`config.mk`:
```
export PLATFORM = sky130hd
export DESIGN_NAME = alu_logic_arbiter_flat
export DESIGN_NICKNAME = d
export VERILOG_FILES = /design/src/rtl/alu_logic_arbiter_if.sv /design/src/rtl/alu_logic_arbiter.sv /design/src/flat_wrapper.sv
export SDC_FILE = /design/constraint.sdc
export NUM_CORES = 1
export LEC_CHECK = 0
export CAP_MARGIN = 20
export CORE_MARGIN = 3
export CORE_UTILIZATION = 44
export CTS_CLUSTER_SIZE = 30
export DETAILED_ROUTE_END_ITERATION = 6
export GPL_TIMING_DRIVEN = 0
export PLACE_DENSITY = 0.77
export SLEW_MARGIN = 0
export SYNTH_ARGS = -nofsm -noshare
export SYNTH_HDL_FRONTEND = slang
export SYNTH_SLANG_ARGS = --single-unit
```
`constraint.sdc`:
```
create_clock -name clk -period 2 [get_ports clk]
set_clock_uncertainty 0.1 [all_clocks]
set_input_delay 0.2 -clock clk [delete_from_list [all_inputs] [get_ports clk]]
set_output_delay 0.2 -clock clk [all_outputs]
set_load 0.005 [all_outputs]
```
`src/rtl/alu_logic_arbiter_if.sv`:
```
// Request/response bundle between the two requesters and the shared ALU logic arbiter.
// A transfer happens on any rising edge where valid && ready are both high; valid never waits on ready.
interface alu_logic_arbiter_if #(
  parameter int WIDTH = 20
);
  logic             req0_valid;
  logic             req0_ready;
  logic [1:0]       req0_op;
  logic [WIDTH-1:0] req0_a;
  logic [WIDTH-1:0] req0_b;
  logic             req1_valid;
  logic             req1_ready;
  logic [1:0]       req1_op;
  logic [WIDTH-1:0] req1_a;
  logic [WIDTH-1:0] req1_b;
  logic [1:0]       rsp_valid;
  logic [1:0]       rsp_ready;
  logic [WIDTH-1:0] rsp_result;
  logic             rsp_zero;

  modport master (
    output req0_valid, req0_op, req0_a, req0_b,
    output req1_valid, req1_op, req1_a, req1_b,
    output rsp_ready,
    input  req0_ready, req1_ready, rsp_valid, rsp_result, rsp_zero
  );

  modport slave (
    input  req0_valid, req0_op, req0_a, req0_b,
    input  req1_valid, req1_op, req1_a, req1_b,
    input  rsp_ready,
    output req0_ready, req1_ready, rsp_valid, rsp_result, rsp_zero
  );
endinterface

```
`src/rtl/alu_logic_arbiter.sv`:
```
// Round-robin arbiter sharing one NOT/AND/OR/XOR unit between two requesters.
// One op in flight: IDLE (grant/accept) -> EXEC (evaluate) -> RESP (hold until owner accepts).
module alu_logic_arbiter #(
  parameter int WIDTH     = 20,
  parameter int CNT_WIDTH = 16
) (
  input  logic                 clk,
  input  logic                 rst_n,
  alu_logic_arbiter_if.slave   bus,
  output logic                 busy,
  output logic [CNT_WIDTH-1:0] op_count,
  output logic [1:0]           dbg_state
);

  typedef enum logic [1:0] {
    IDLE = 2'd0,
    EXEC = 2'd1,
    RESP = 2'd2
  } state_t;

  state_t           state_q, state_d;
  logic             last_grant;
  logic             owner_q;
  logic [1:0]       op_q;
  logic [WIDTH-1:0] a_q, b_q;
  logic [WIDTH-1:0] result_q;
  logic             zero_q;

  logic             gnt_valid;
  logic             gnt_id;
  logic             accept;
  logic             rsp_done;
  logic [WIDTH-1:0] alu_f;

  // On a tie the requester that did not win last time gets the grant.
  always_comb begin
    gnt_valid = 1'b0;
    gnt_id    = 1'b0;
    if (bus.req0_valid && bus.req1_valid) begin
      gnt_valid = 1'b1;
      gnt_id    = ~last_grant;
    end else if (bus.req0_valid) begin
      gnt_valid = 1'b1;
      gnt_id    = 1'b0;
    end else if (bus.req1_valid) begin
      gnt_valid = 1'b1;
      gnt_id    = 1'b1;
    end
  end

  always_comb begin
    alu_f = '0;
    case (op_q)
      2'b00:   alu_f = ~a_q;
      2'b01:   alu_f = a_q & b_q;
      2'b10:   alu_f = a_q | b_q;
      default: alu_f = a_q ^ b_q;
    endcase
  end

  always_comb begin
    state_d  = state_q;
    accept   = 1'b0;
    rsp_done = 1'b0;
    case (state_q)
      IDLE: begin
        accept = gnt_valid;
        if (gnt_valid) state_d = EXEC;
      end
      EXEC: state_d = RESP;
      RESP: begin
        rsp_done = bus.rsp_ready[owner_q];
        if (rsp_done) state_d = IDLE;
      end
      default: state_d = IDLE;
    endcase
  end

  // Ready is gated with rst_n so nothing is accepted while reset is held.
  assign bus.req0_ready = rst_n && accept && !gnt_id;
  assign bus.req1_ready = rst_n && accept &&  gnt_id;
  assign bus.rsp_valid  = (state_q == RESP) ? (owner_q ? 2'b10 : 2'b01) : 2'b00;
  assign bus.rsp_result = result_q;
  assign bus.rsp_zero   = zero_q;
  assign busy           = (state_q != IDLE);
  assign dbg_state      = state_q;

  always_ff @(posedge clk or negedge rst_n) begin
    if (!rst_n) begin
      state_q    <= IDLE;
      last_grant <= 1'b1;
      owner_q    <= 1'b0;
      op_q       <= '0;
      a_q        <= '0;
      b_q        <= '0;
      result_q   <= '0;
      zero_q     <= 1'b0;
      op_count   <= '0;
    end else begin
      state_q <= state_d;
      if (accept) begin
        owner_q <= gnt_id;
        op_q    <= gnt_id ? bus.req1_op : bus.req0_op;
        a_q     <= gnt_id ? bus.req1_a  : bus.req0_a;
        b_q     <= gnt_id ? bus.req1_b  : bus.req0_b;
      end
      if (state_q == EXEC) begin
        result_q <= alu_f;
        zero_q   <= (alu_f == '0);
      end
      if (rsp_done) begin
        last_grant <= owner_q;
        op_count   <= op_count + 1'b1;
      end
    end
  end

endmodule

```
`src/flat_wrapper.sv`:
```
// flat-port wrapper written by rule: the top's interface ports become plain ports
module alu_logic_arbiter_flat 
#(
  parameter int WIDTH     = 20,
  parameter int CNT_WIDTH = 16
)
  (clk, rst_n, busy, op_count, dbg_state, bus_req0_valid, bus_req0_op, bus_req0_a, bus_req0_b, bus_req1_valid, bus_req1_op, bus_req1_a, bus_req1_b, bus_rsp_ready, bus_req0_ready, bus_req1_ready, bus_rsp_valid, bus_rsp_result, bus_rsp_zero);
  alu_logic_arbiter_if #(.WIDTH(WIDTH)) bus_i ();
  input  logic clk;
  input  logic rst_n;
  output logic busy;
  output logic [CNT_WIDTH-1:0] op_count;
  output logic [1:0] dbg_state;
  input wire logic [$bits(bus_i.req0_valid)-1:0] bus_req0_valid;
  input wire logic [$bits(bus_i.req0_op)-1:0] bus_req0_op;
  input wire logic [$bits(bus_i.req0_a)-1:0] bus_req0_a;
  input wire logic [$bits(bus_i.req0_b)-1:0] bus_req0_b;
  input wire logic [$bits(bus_i.req1_valid)-1:0] bus_req1_valid;
  input wire logic [$bits(bus_i.req1_op)-1:0] bus_req1_op;
  input wire logic [$bits(bus_i.req1_a)-1:0] bus_req1_a;
  input wire logic [$bits(bus_i.req1_b)-1:0] bus_req1_b;
  input wire logic [$bits(bus_i.rsp_ready)-1:0] bus_rsp_ready;
  output wire logic [$bits(bus_i.req0_ready)-1:0] bus_req0_ready;
  output wire logic [$bits(bus_i.req1_ready)-1:0] bus_req1_ready;
  output wire logic [$bits(bus_i.rsp_valid)-1:0] bus_rsp_valid;
  output wire logic [$bits(bus_i.rsp_result)-1:0] bus_rsp_result;
  output wire logic [$bits(bus_i.rsp_zero)-1:0] bus_rsp_zero;
  assign bus_i.req0_valid = bus_req0_valid;
  assign bus_i.req0_op = bus_req0_op;
  assign bus_i.req0_a = bus_req0_a;
  assign bus_i.req0_b = bus_req0_b;
  assign bus_i.req1_valid = bus_req1_valid;
  assign bus_i.req1_op = bus_req1_op;
  assign bus_i.req1_a = bus_req1_a;
  assign bus_i.req1_b = bus_req1_b;
  assign bus_i.rsp_ready = bus_rsp_ready;
  assign bus_req0_ready = bus_i.req0_ready;
  assign bus_req1_ready = bus_i.req1_ready;
  assign bus_rsp_valid = bus_i.rsp_valid;
  assign bus_rsp_result = bus_i.rsp_result;
  assign bus_rsp_zero = bus_i.rsp_zero;
  alu_logic_arbiter #(.WIDTH(WIDTH), .CNT_WIDTH(CNT_WIDTH)) u_core (.clk(clk), .rst_n(rst_n), .bus(bus_i), .busy(busy), .op_count(op_count), .dbg_state(dbg_state));
endmodule
```
==> impl_metrics.toml <==
[timing]
timing_worst_slew_pin_value_ps = 575
headroom_to_the_max_slew_limit_pct = 61.6
setup_ws_ps = -38.3
grt_setup_unrepaired = "yes"
timing.final.crit_period_ps = 2040
max_freq_mhz = 491
final_hold_viol_count = 0
report.final.setup_viol = 1
drv_slew = 0
worst_hold_slack_ps = 233
layout_worst_path_cycle_share_pct = 102

[worst_setup_path]
critical_path.reg2reg.endpoint = "u_core.bus.rsp_zero"
crit_path_end_kind = "register"
reg2regPathDepth = 7
slowest_stage = "mux4_2"
critPathMaxFanout = 2
path_common_cell = "inv_1"
timing.critical_path.cells = "inv_1 -> ha_1 -> inv_1 -> mux4_2 -> and2_4 -> and4_4 -> a31o_1"
regToRegStartpoint = "u_core.a_q[9]"
cp_data_arrival_time_ps = 2200
setup.worst_path.start_class = "register"
critPathMaxStageDelay_ps = 520
timing.reg2reg.setup_slack_ps = -40
data_required_time_of_the_worst_path_ps = 2160
timing.setup.critical_path_class = "register to register"

[layout]
layout.filler_cells = 884
post_layout_utilization_of_the_core_pct = 65.7
most_used_cells_in_the_layout_excluding_fill_and_tap_cells = "clkdlybuf4s50_1 (128), dfrtp_1 (80), inv_1 (64)"
layout.cells.most_common = "clkdlybuf4s50_1"
nNetsFinal = 807
synthToLayoutAreaGrowth_pct = 42.0
drive_above_1_share_pct = 12.8
num_antenna_cells = 0

[status]
violations = "negative setup slack"
outcome = "finished, violations left"

[cts]
clk_path_buf_depth = 2
cts-root-buf = "clkbuf_8"
worst_skew_pair.late_latency_ps = 360
tritoncts_num_sinks = 83
cts-buffers-inserted = 9
cts_max_level = 3
cts.reportedPaths.clkPinSlew_ps = 90
cts_tree = "built"

[power_and_ir_drop]
power.ir.vdd_worst_mv = 0.594
powerDensity_mw_per_mm2 = 1450
power.leakage_nw = 3.35

[synthesis]
syn-cell-area_mm2 = 0.00491
synth_sequential_area_ratio_pct = 42.4
synth_async_sr_flop_share_pct = 100
synth.distinct_cells = 39
synth_top_area_share_pct = 41.8
synth_largest_area_cell = "dfrtp_1"
ys_dominant_reg_cell = "dfrtp_1"
synth.top_cells.by_area = "dfrtp_1 (42%), ha_1 (10%), mux2i_1 (8.8%), mux4_2 (5.0%), inv_1 (4.9%)"
synth.net_count = 638
postSynthCellCount = 507
synth_area_per_cell_um2 = 9.68
synth.ff_latch_count = 83
synth-edff-count = 0
number_of_warnings_issued_by_yosys = 0

[grt]
grt_overflow_total = 0
grt_first_pass_wirelength_um = 21400
grt_antenna_before_repair = 0
largest_net_degree_at_the_start_of_global_routing = 61
grt_pass1_vias = 4309
groute.usage.overall_pct = 21.4

[floorplan]
dieHeight_um = 112
core.rowCount = 37
design.portCount = 134
start_util_pct = 46.3
fp.dieW_um = 112
floorplan.die_area_mm2 = 0.0125
coreArea_mm2 = 0.0106

[placed_design]
buffer_ports.inserted = 133
gp_routability_congestion = 0.832
dpl.hpwl_um = 9800

[drt]
viasPerCell = 5.13
dr.first_iter.drc_count = 168
route.detailed.drc = 0
drt-pass1-iter-count = 4
ant_nets_after_route = 0
vias = 4190
route.final.wire_length_um = 13400
post_drt_wl_per_cell_um = 16.3

[flow_run]
cap_violations = 0

[min_path]
worst_hold_path_type = "input port to asynchronous set/reset pin"
==> per-stage QoR <==
step           instances  power, mW  instance area, µm²  setup TNS, ps  setup WS, ps
2_1_floorplan        507       6.00                4910              0           115
3_3_place_gp         776       7.64                6410        -197100         -2660
3_5_place_dp         777       7.94                6430          -4380          -610
4_1_cts              809       9.87                6880              0          2.13
5_1_grt              817       10.9                6970           -105         -90.8
6_report             817       10.1                6970          -38.3         -38.3
==> cells by family (layout without fill, tap and decap cells) <==
family,Yosys count,after routing,share of synthesized area [%]
multiplexers,55,55,14.1
flip-flops,83,83,42.4
XOR/XNOR,15,15,2.68
adder cells (fa/ha/maj),41,41,10.5
AND/OR/NAND/NOR,125,125,11.3
AO/OA/AOI/OAI,94,94,11.2
buffers and inverters,94,268,7.91
==> registers in the layout (all words and copies together), names as in the netlist <==
register / flops
u_core.owner_q: 1
u_core.dbg_state: 2
u_core.op_count: 16
u_core.last_grant: 1
u_core.bus.rsp_zero: 1
u_core.b_q: 20
u_core.op_q: 2
u_core.a_q: 20
u_core.bus.rsp_result: 20
==> per-layer routing <==
metal	up-vias	global-route usage [%]	part of all wire (%)
met5	-	0	0
met4	0	6.57	1.6
met3	16	3.42	5.6
met2	124	35.9	50
met1	2024	28.7	43
li1	2026	-	-
==> where the power goes <==
part           internal [mW]  total [mW]  switching (mW)
sequential              2.41        3.01           0.596
clock                  0.961        1.60           0.637
combinational           2.74        5.51            2.78
==> layout make-up <==
type	count	area, µm²	share of cell area (%)
multi-input combinational	330	2490	35.7
sequential	83	2080	29.9
timing repair buffer	159	1550	22.3
inverter	68	258	3.70
tap	136	170	2.44
buffer	25	156	2.25
clock inverter	6	136	1.96
clock buffer	10	128	1.83
==> timing repair <==
item,4_1_cts,5_1_grt
pin swaps,2,6
setup buffers,14,9
hold buffers,2,0
endpoints found under the setup margin,47,5
endpoints found under the hold margin,25,0
gates cloned,0,0
resized for setup,23,10
==> synthesized netlist by cell type, types with 2 or more instances <==
cell      instances
a21bo_1           2
a21boi_1          2
a21oi_1          44
a41o_1            4
and2_1            7
and3_1            2
buf_2            14
buf_6             2
clkbuf_1         10
dfrtp_1          82
ha_1             41
inv_1            64
inv_2             3
mux2i_1          43
mux4_2           11
nand2_1          45
nand2b_1          2
nand3_1           5
nand4_1           4
nor2_1           52
o211ai_1         14
o21ai_0          13
o21ai_1          12
xnor2_1          13
xor2_1            2
==> worst max-delay path by stage <==
stage	from	to	slack, ps	depth (start not counted)
after floorplan	u_core.a_q[9]	u_core.bus.rsp_zero	110	7
after global placement	rst_n	bus_req1_ready	-2660	3
after detailed placement	u_core.dbg_state[0]	bus_req0_ready	-610	7
after CTS	u_core.a_q[7]	u_core.bus.rsp_zero	2	7
after global routing	u_core.a_q[9]	u_core.bus.rsp_zero	-90	7
final	u_core.a_q[9]	u_core.bus.rsp_zero	-40	7
==> critical path: cells and delay by family, from the launching register on <==
kind / cells / cell delay [ps]
buf+inv: 2 / 110
simple gates: 2 / 360
mux: 1 / 520
fa+ha+maj: 1 / 300
flops: 1 / 380
compound gates: 1 / 170
Note: power is estimated with default switching activity, not from simulation.
